$ cat src/rtl/seg7_scan_ctrl_if.sv
// Store-only bus from the bus bridge into the 7-seg window.
// The master drives word stores, and the display controller is the slave.
interface seg7_scan_ctrl_if;
  logic [11:0] addr;
  logic        we;
  logic [31:0] wdata;

  modport master (output addr, output we, output wdata);
  modport slave  (input  addr, input  we, input  wdata);
endinterface

$ cat src/rtl/seg7_scan_ctrl.sv
// 8-digit multiplexed seven-segment display controller.
// It holds a DATA register (eight hex nibbles) and a CTRL register
// (digit-enable mask and decimal-point mask). It scans one digit per slot,
// with a blank window at the start of each slot to suppress ghosting.
// Every output, including the active-low segments and enables, comes
// straight from a flop.
module seg7_scan_ctrl #(
  parameter int SCAN_DIV  = 20000,
  parameter int BLANK_CYC = 16
) (
  input  logic           cpu_clk,
  input  logic           cpu_rst_n,
  seg7_scan_ctrl_if.slave bus,
  output logic [7:0]     dig_en,
  output logic           DN_A,
  output logic           DN_B,
  output logic           DN_C,
  output logic           DN_D,
  output logic           DN_E,
  output logic           DN_F,
  output logic           DN_G,
  output logic           DN_DP
);

  localparam int            CW        = (SCAN_DIV > 1) ? $clog2(SCAN_DIV) : 1;
  localparam logic [CW-1:0] CNT_LAST  = CW'(SCAN_DIV - 1);
  localparam logic [CW-1:0] BLANK_END = CW'(BLANK_CYC);

  // Hex digit to active-low segments, packed as {g,f,e,d,c,b,a}.
  function automatic logic [6:0] hex_to_seg(input logic [3:0] nib);
    logic [6:0] seg;
    case (nib)
      4'h0:    seg = 7'b1000000;
      4'h1:    seg = 7'b1111001;
      4'h2:    seg = 7'b0100100;
      4'h3:    seg = 7'b0110000;
      4'h4:    seg = 7'b0011001;
      4'h5:    seg = 7'b0010010;
      4'h6:    seg = 7'b0000010;
      4'h7:    seg = 7'b1111000;
      4'h8:    seg = 7'b0000000;
      4'h9:    seg = 7'b0010000;
      4'hA:    seg = 7'b0001000;
      4'hB:    seg = 7'b0000011;
      4'hC:    seg = 7'b1000110;
      4'hD:    seg = 7'b0100001;
      4'hE:    seg = 7'b0000110;
      4'hF:    seg = 7'b0001110;
      default: seg = 7'b1111111;
    endcase
    return seg;
  endfunction

  logic [CW-1:0] cnt_q,    cnt_d;
  logic [2:0]    idx_q,    idx_d;
  logic [31:0]   data_q,   data_d;
  logic [15:0]   ctrl_q,   ctrl_d;
  logic [7:0]    dig_en_q, dig_en_d;
  logic [6:0]    seg_q,    seg_d;
  logic          dp_q,     dp_d;

  logic          sel_ok_s;
  logic          blank_s;
  logic [3:0]    nib_s;

  // Address bits below word granularity and the reserved CTRL bits are never
  // stored. This reduction only keeps them visibly consumed.
  logic unused_bits_s;
  assign unused_bits_s = ^{bus.addr[1:0], bus.wdata[31:16]};

  // Next-state for registers, scan position and the display outputs, all from
  // pre-edge state. A masked digit is treated like the blank window.
  always_comb begin
    cnt_d    = cnt_q;
    idx_d    = idx_q;
    data_d   = data_q;
    ctrl_d   = ctrl_q;
    dig_en_d = 8'hFF;
    seg_d    = 7'h7F;
    dp_d     = 1'b1;

    sel_ok_s = (bus.addr[11:3] == 9'd0);
    if (bus.we && sel_ok_s) begin
      if (bus.addr[2]) begin
        ctrl_d = bus.wdata[15:0];
      end else begin
        data_d = bus.wdata;
      end
    end else begin
      data_d = data_q;
    end

    if (cnt_q == CNT_LAST) begin
      cnt_d = {CW{1'b0}};
      idx_d = idx_q + 3'd1;
    end else begin
      cnt_d = cnt_q + {{(CW-1){1'b0}}, 1'b1};
    end

    nib_s   = data_q[{idx_q, 2'b00} +: 4];
    blank_s = (cnt_q < BLANK_END) || !ctrl_q[{1'b0, idx_q}];
    if (blank_s) begin
      dig_en_d = 8'hFF;
      seg_d    = 7'h7F;
      dp_d     = 1'b1;
    end else begin
      dig_en_d = ~(8'h01 << idx_q);
      seg_d    = hex_to_seg(nib_s);
      dp_d     = ~ctrl_q[{1'b1, idx_q}];
    end
  end

  // State and output flops. Reset forces the display dark at once.
  always_ff @(posedge cpu_clk or negedge cpu_rst_n) begin
    if (!cpu_rst_n) begin
      cnt_q    <= {CW{1'b0}};
      idx_q    <= 3'd0;
      data_q   <= 32'h0000_0000;
      ctrl_q   <= 16'h00FF;
      dig_en_q <= 8'hFF;
      seg_q    <= 7'h7F;
      dp_q     <= 1'b1;
    end else begin
      cnt_q    <= cnt_d;
      idx_q    <= idx_d;
      data_q   <= data_d;
      ctrl_q   <= ctrl_d;
      dig_en_q <= dig_en_d;
      seg_q    <= seg_d;
      dp_q     <= dp_d;
    end
  end

  assign dig_en = dig_en_q;
  assign DN_A   = seg_q[0];
  assign DN_B   = seg_q[1];
  assign DN_C   = seg_q[2];
  assign DN_D   = seg_q[3];
  assign DN_E   = seg_q[4];
  assign DN_F   = seg_q[5];
  assign DN_G   = seg_q[6];
  assign DN_DP  = dp_q;

endmodule
$ cat src/flat_wrapper.sv
// flat-port wrapper written by rule: the top's interface ports become plain ports
module seg7_scan_ctrl_flat 
#(
  parameter int SCAN_DIV  = 20000,
  parameter int BLANK_CYC = 16
)
  (cpu_clk, cpu_rst_n, dig_en, DN_A, DN_B, DN_C, DN_D, DN_E, DN_F, DN_G, DN_DP, bus_addr, bus_we, bus_wdata);
  seg7_scan_ctrl_if bus_i ();
  input  logic cpu_clk;
  input  logic cpu_rst_n;
  output logic [7:0] dig_en;
  output logic DN_A;
  output logic DN_B;
  output logic DN_C;
  output logic DN_D;
  output logic DN_E;
  output logic DN_F;
  output logic DN_G;
  output logic DN_DP;
  input wire logic [$bits(bus_i.addr)-1:0] bus_addr;
  input wire logic [$bits(bus_i.we)-1:0] bus_we;
  input wire logic [$bits(bus_i.wdata)-1:0] bus_wdata;
  assign bus_i.addr = bus_addr;
  assign bus_i.we = bus_we;
  assign bus_i.wdata = bus_wdata;
  seg7_scan_ctrl #(.SCAN_DIV(SCAN_DIV), .BLANK_CYC(BLANK_CYC)) u_core (.cpu_clk(cpu_clk), .cpu_rst_n(cpu_rst_n), .bus(bus_i), .dig_en(dig_en), .DN_A(DN_A), .DN_B(DN_B), .DN_C(DN_C), .DN_D(DN_D), .DN_E(DN_E), .DN_F(DN_F), .DN_G(DN_G), .DN_DP(DN_DP));
endmodule
$ cat config.mk
export PLATFORM = sky130hd
export DESIGN_NAME = seg7_scan_ctrl_flat
export DESIGN_NICKNAME = d
export VERILOG_FILES = /design/src/rtl/seg7_scan_ctrl_if.sv /design/src/rtl/seg7_scan_ctrl.sv /design/src/flat_wrapper.sv
export SDC_FILE = /design/constraint.sdc
export NUM_CORES = 1
export LEC_CHECK = 0
export BUFFER_PORTS_ARGS = -buffer_cell sky130_fd_sc_hd__buf_2
export CAP_MARGIN = 20
export CORE_ASPECT_RATIO = 2
export CORE_MARGIN = 2
export CORE_UTILIZATION = 30
export CTS_CLUSTER_SIZE = 12
export DETAILED_ROUTE_END_ITERATION = 16
export PLACE_DENSITY = 0.45
export SLEW_MARGIN = 25
export SYNTH_ARGS = -nofsm -noshare
export SYNTH_HDL_FRONTEND = slang
export SYNTH_SLANG_ARGS = --single-unit
$ cat constraint.sdc
create_clock -name cpu_clk -period 2.7 [get_ports cpu_clk]
set_input_delay 0.135 -clock cpu_clk [delete_from_list [all_inputs] [get_ports cpu_clk]]
set_output_delay 0.135 -clock cpu_clk [all_outputs]
set_load 0.1 [all_outputs]
==> impl_results.md <==
- Tmin final: roughly 2.4 ns
- Synth area leaders: dfrtp_1 38%, dfstp_2 16%, mux2_2 13%
- Width of the die: 83.8 microns
- Htree depth: 3
- Slowest CP cell: dfrtp_1
- Worst hold path class: input port to flip-flop
- Worst setup endpoint: u_core.seg_q[3]
- Share of cells above drive strength 1: between 40% and 50%
- Maximum VDD drop: around 0.00031 V
- Routed len/inst: 16.1 microns
- Ports: between 60 and 70
- Largest incremental delay on the critical path: 0.65 ns
- Final GP Congestion: 0.731
- Cell taking the most area after synthesis: dfrtp_1
- Highest net fanout along the worst path: 9
- Max Clock Skew: between 0.006 and 0.007 ns
- Area share of the largest cell type after synthesis: 38.0%
- Crit path kind: flip-flop to flip-flop
- Global route overflow: 0
- Clk sinks: between 80 and 90
- Hold_ws: around 0.018 ns
- Leak pwr: around 2.2 nW
- WL final: between 8 and 9 mm
- Crit end category: flip-flop
- Dpl hpwl: about 6.3 mm
- Post-Synthesis Cells: approximately 290
- CTS clk-pin slew, worst paths: around 0.06 ns
- Setup violations, final: 0
- Final period util: 89.7%
- Setup_tns: 0 ns
- Power density over cell area: about 580 mW/mm^2
- Total Routing Usage GR: 12.9%
- Drt first-iter violations: 79
- Most frequent CP cell: o211ai_1
- Top FF cell, synth: dfrtp_1
- Fmax: 413 MHz
- Post-synth EDFFs: 0
- Via-to-Cell Ratio: between 4 and 5
- CTS-repair resized insts: 0
- Initial core utilization: between 30 and 40%
- Outcome: completed
- IO Port Bufs: 60
- Cts bufs inserted: 9
- Post-route ant nets: 0
- Die H: between 150 and 200 microns
- Top post-synthesis cells by count: 58 x dfrtp_1, 43 x mux2_2, 24 x dfstp_2, 19 x nand2_1, 15 x nand3_1
- Row count: 58
- Worst-Margin Slew: 0.608 ns
- CTS tree: built
- Worst rel slew slack: roughly 59%
- Hold Violations, Final: 0
- RSZ-0062 raised after global routing: false
- NumNets Final: ~420
- Synth-to-Final Area Change: 22.6%
- Core area: between 0.01 and 0.015 sq mm
- Root Buffer: clkbuf_16
- Syn_nets: 345
- Worst R2R Setup Slack: 0.28 ns
- WP data arrival: around 2.7 ns
- Slew Viols, Final: 0
- Syn avg cell area: about 13 sq um
- Number of global-route vias before repair: between 2000 and 3000
- Netlist cell types: 38
- Iteration count of the initial detailed-routing pass: 4
- Antenna diodes: 0
- Crit Reg-Reg Endpoint: u_core.seg_q[3]
- Initial antenna violation count: 0
- Max clock buf depth: 2
- Crit-path cells: mux4_2 -> nand2_1 -> and2_1 -> inv_1 -> ha_1 -> nand3b_1 -> o211ai_1 -> o211ai_1
- Synth async-reset ratio: 100%
- Critical Path Start Type: flip-flop
- Max-Cap Viols: 0
- DRC: 0
- CP Data Required Time: between 2 and 3 ns
- Yosys reg bits: 82
- Synthesized cell area: about 0.0038 sq mm
- Largest net degree at the start of global routing: 46
- Critical Path Source: u_core.idx_q[0]
- RR Startpoint: u_core.idx_q[0]
- Reg2Reg Depth: 8
- Die ar.: about 0.014 sq mm
- Worst-skew pair later-pin latency: about 0.34 ns
- Count leader, synth: dfrtp_1
- Synthesis Warnings: 0
- DR vias: approximately 2500
- First-pass GRT wire length: 13.5 mm
- Post-synthesis sequential area ratio: 54.5%
-- what timing repair did --
item / in CTS / in global routing
hold buffers: 1 / 0
buffers inserted: 0 / 0
endpoints found under the hold margin: 40 / 0
-- worst min path at each step --
stage | start | endpoint | slack (ns) | cells past startpoint
6_report | bus_wdata[23] | u_core.data_q[23] | 0.02 | 2
5_1_grt | bus_wdata[23] | u_core.data_q[23] | 0.02 | 2
4_1_cts | bus_wdata[23] | u_core.data_q[23] | 0.01 | 2
3_5_place_dp | cpu_rst_n | u_core.cnt_q[9] | 0.18 | 1
3_3_place_gp | cpu_rst_n | u_core.cnt_q[9] | 0.18 | 1
2_1_floorplan | cpu_rst_n | u_core.cnt_q[0] | -0.16 | 0
-- flip-flops by register name, indices dropped and copies added (netlist names) --
register	count
u_core.data_q	32
u_core.cnt_q	15
u_core.seg_q	7
u_core.DN_DP	1
u_core.ctrl_q	16
u_core.idx_q	3
u_core.dig_en	8
-- metrics by stage --
stage	power, mW	instances	util (%)	area, sq um	setup WS (ns)
floorplan	1.31	286	-	3820	0.549
global placement	1.38	497	34.8	4340	0.280
detailed placement	1.38	497	34.8	4340	0.255
CTS	2.77	514	37.6	4690	0.223
global route	2.83	514	37.6	4690	0.0624
finish	2.72	514	37.6	4690	0.278
-- cell families (layout without fill, tap and decap cells) --
logic type	after synthesis	after routing	share of synthesized area (%)
flip-flops	82	82	54.5
AO/OA/AOI/OAI	22	22	4.52
adder cells (fa/ha/maj)	12	12	3.93
XOR/XNOR	12	12	2.75
buffers and inverters	20	98	2.75
AND/OR/NAND/NOR	70	70	8.87
multiplexers	68	68	22.7
-- power by group --
part	leakage [nW]	switching [mW]	internal, mW	total, mW
combinational	0.951	0.0624	0.0433	0.106
sequential	1.05	0.00624	1.25	1.25
clock	0.165	0.480	0.884	1.36
-- worst max-delay path: cells and delay by family, from the launching register on --
kind | cells | cell delay, ns
flops | 1 | 0.65
mux | 1 | 0.60
simple gates | 3 | 0.46
fa+ha+maj | 1 | 0.26
compound gates | 2 | 0.22
buf+inv | 1 | 0.12
-- per-layer routing --
layer / track usage (%) / routed length (microns) / up-vias
met1: 13.3 / 3060 / 1260
met2: 23.8 / 4670 / 53
met5: 0 / 0 / -
li1: - / - / 1179
met4: 7.11 / 260 / 0
met3: 2.83 / 268 / 16
-- layout make-up --
cell class / instances / area [sq um]
Multi-Input combinational cell: 184 / 1640
Sequential cell: 82 / 2080
Tap cell: 150 / 188
Fill cell: 1251 / 7790
Inverter: 8 / 30.0
Clock buffer: 12 / 267
Clock inverter: 4 / 72.6
Timing Repair Buffer: 74 / 410
-- layout by cell type (no fill, tap or decap), types with 2 or more instances in the layout --
| cell type | count |
|---|---|
| buf_2 | 59 |
| dfrtp_1 | 58 |
| mux2_2 | 43 |
| dfstp_2 | 24 |
| nand2_1 | 19 |
| nand3_1 | 15 |
| buf_4 | 14 |
| ha_1 | 12 |
| nor2_1 | 11 |
| mux4_2 | 10 |
| clkbuf_16 | 9 |
| mux2i_1 | 8 |
| inv_1 | 7 |
| mux2_1 | 7 |
| xnor2_1 | 7 |
| nor2b_1 | 5 |
| nand4_1 | 5 |
| xor2_1 | 5 |
| o221ai_1 | 4 |
| o21ai_0 | 4 |
| nor3_1 | 4 |
| nor4_1 | 3 |
| a21oi_1 | 3 |
| o211ai_1 | 3 |
| clkbuf_8 | 3 |
| and2_1 | 2 |
| and3_1 | 2 |
| bufinv_16 | 2 |
No activity file was read; power rests on OpenSTA's default activity.
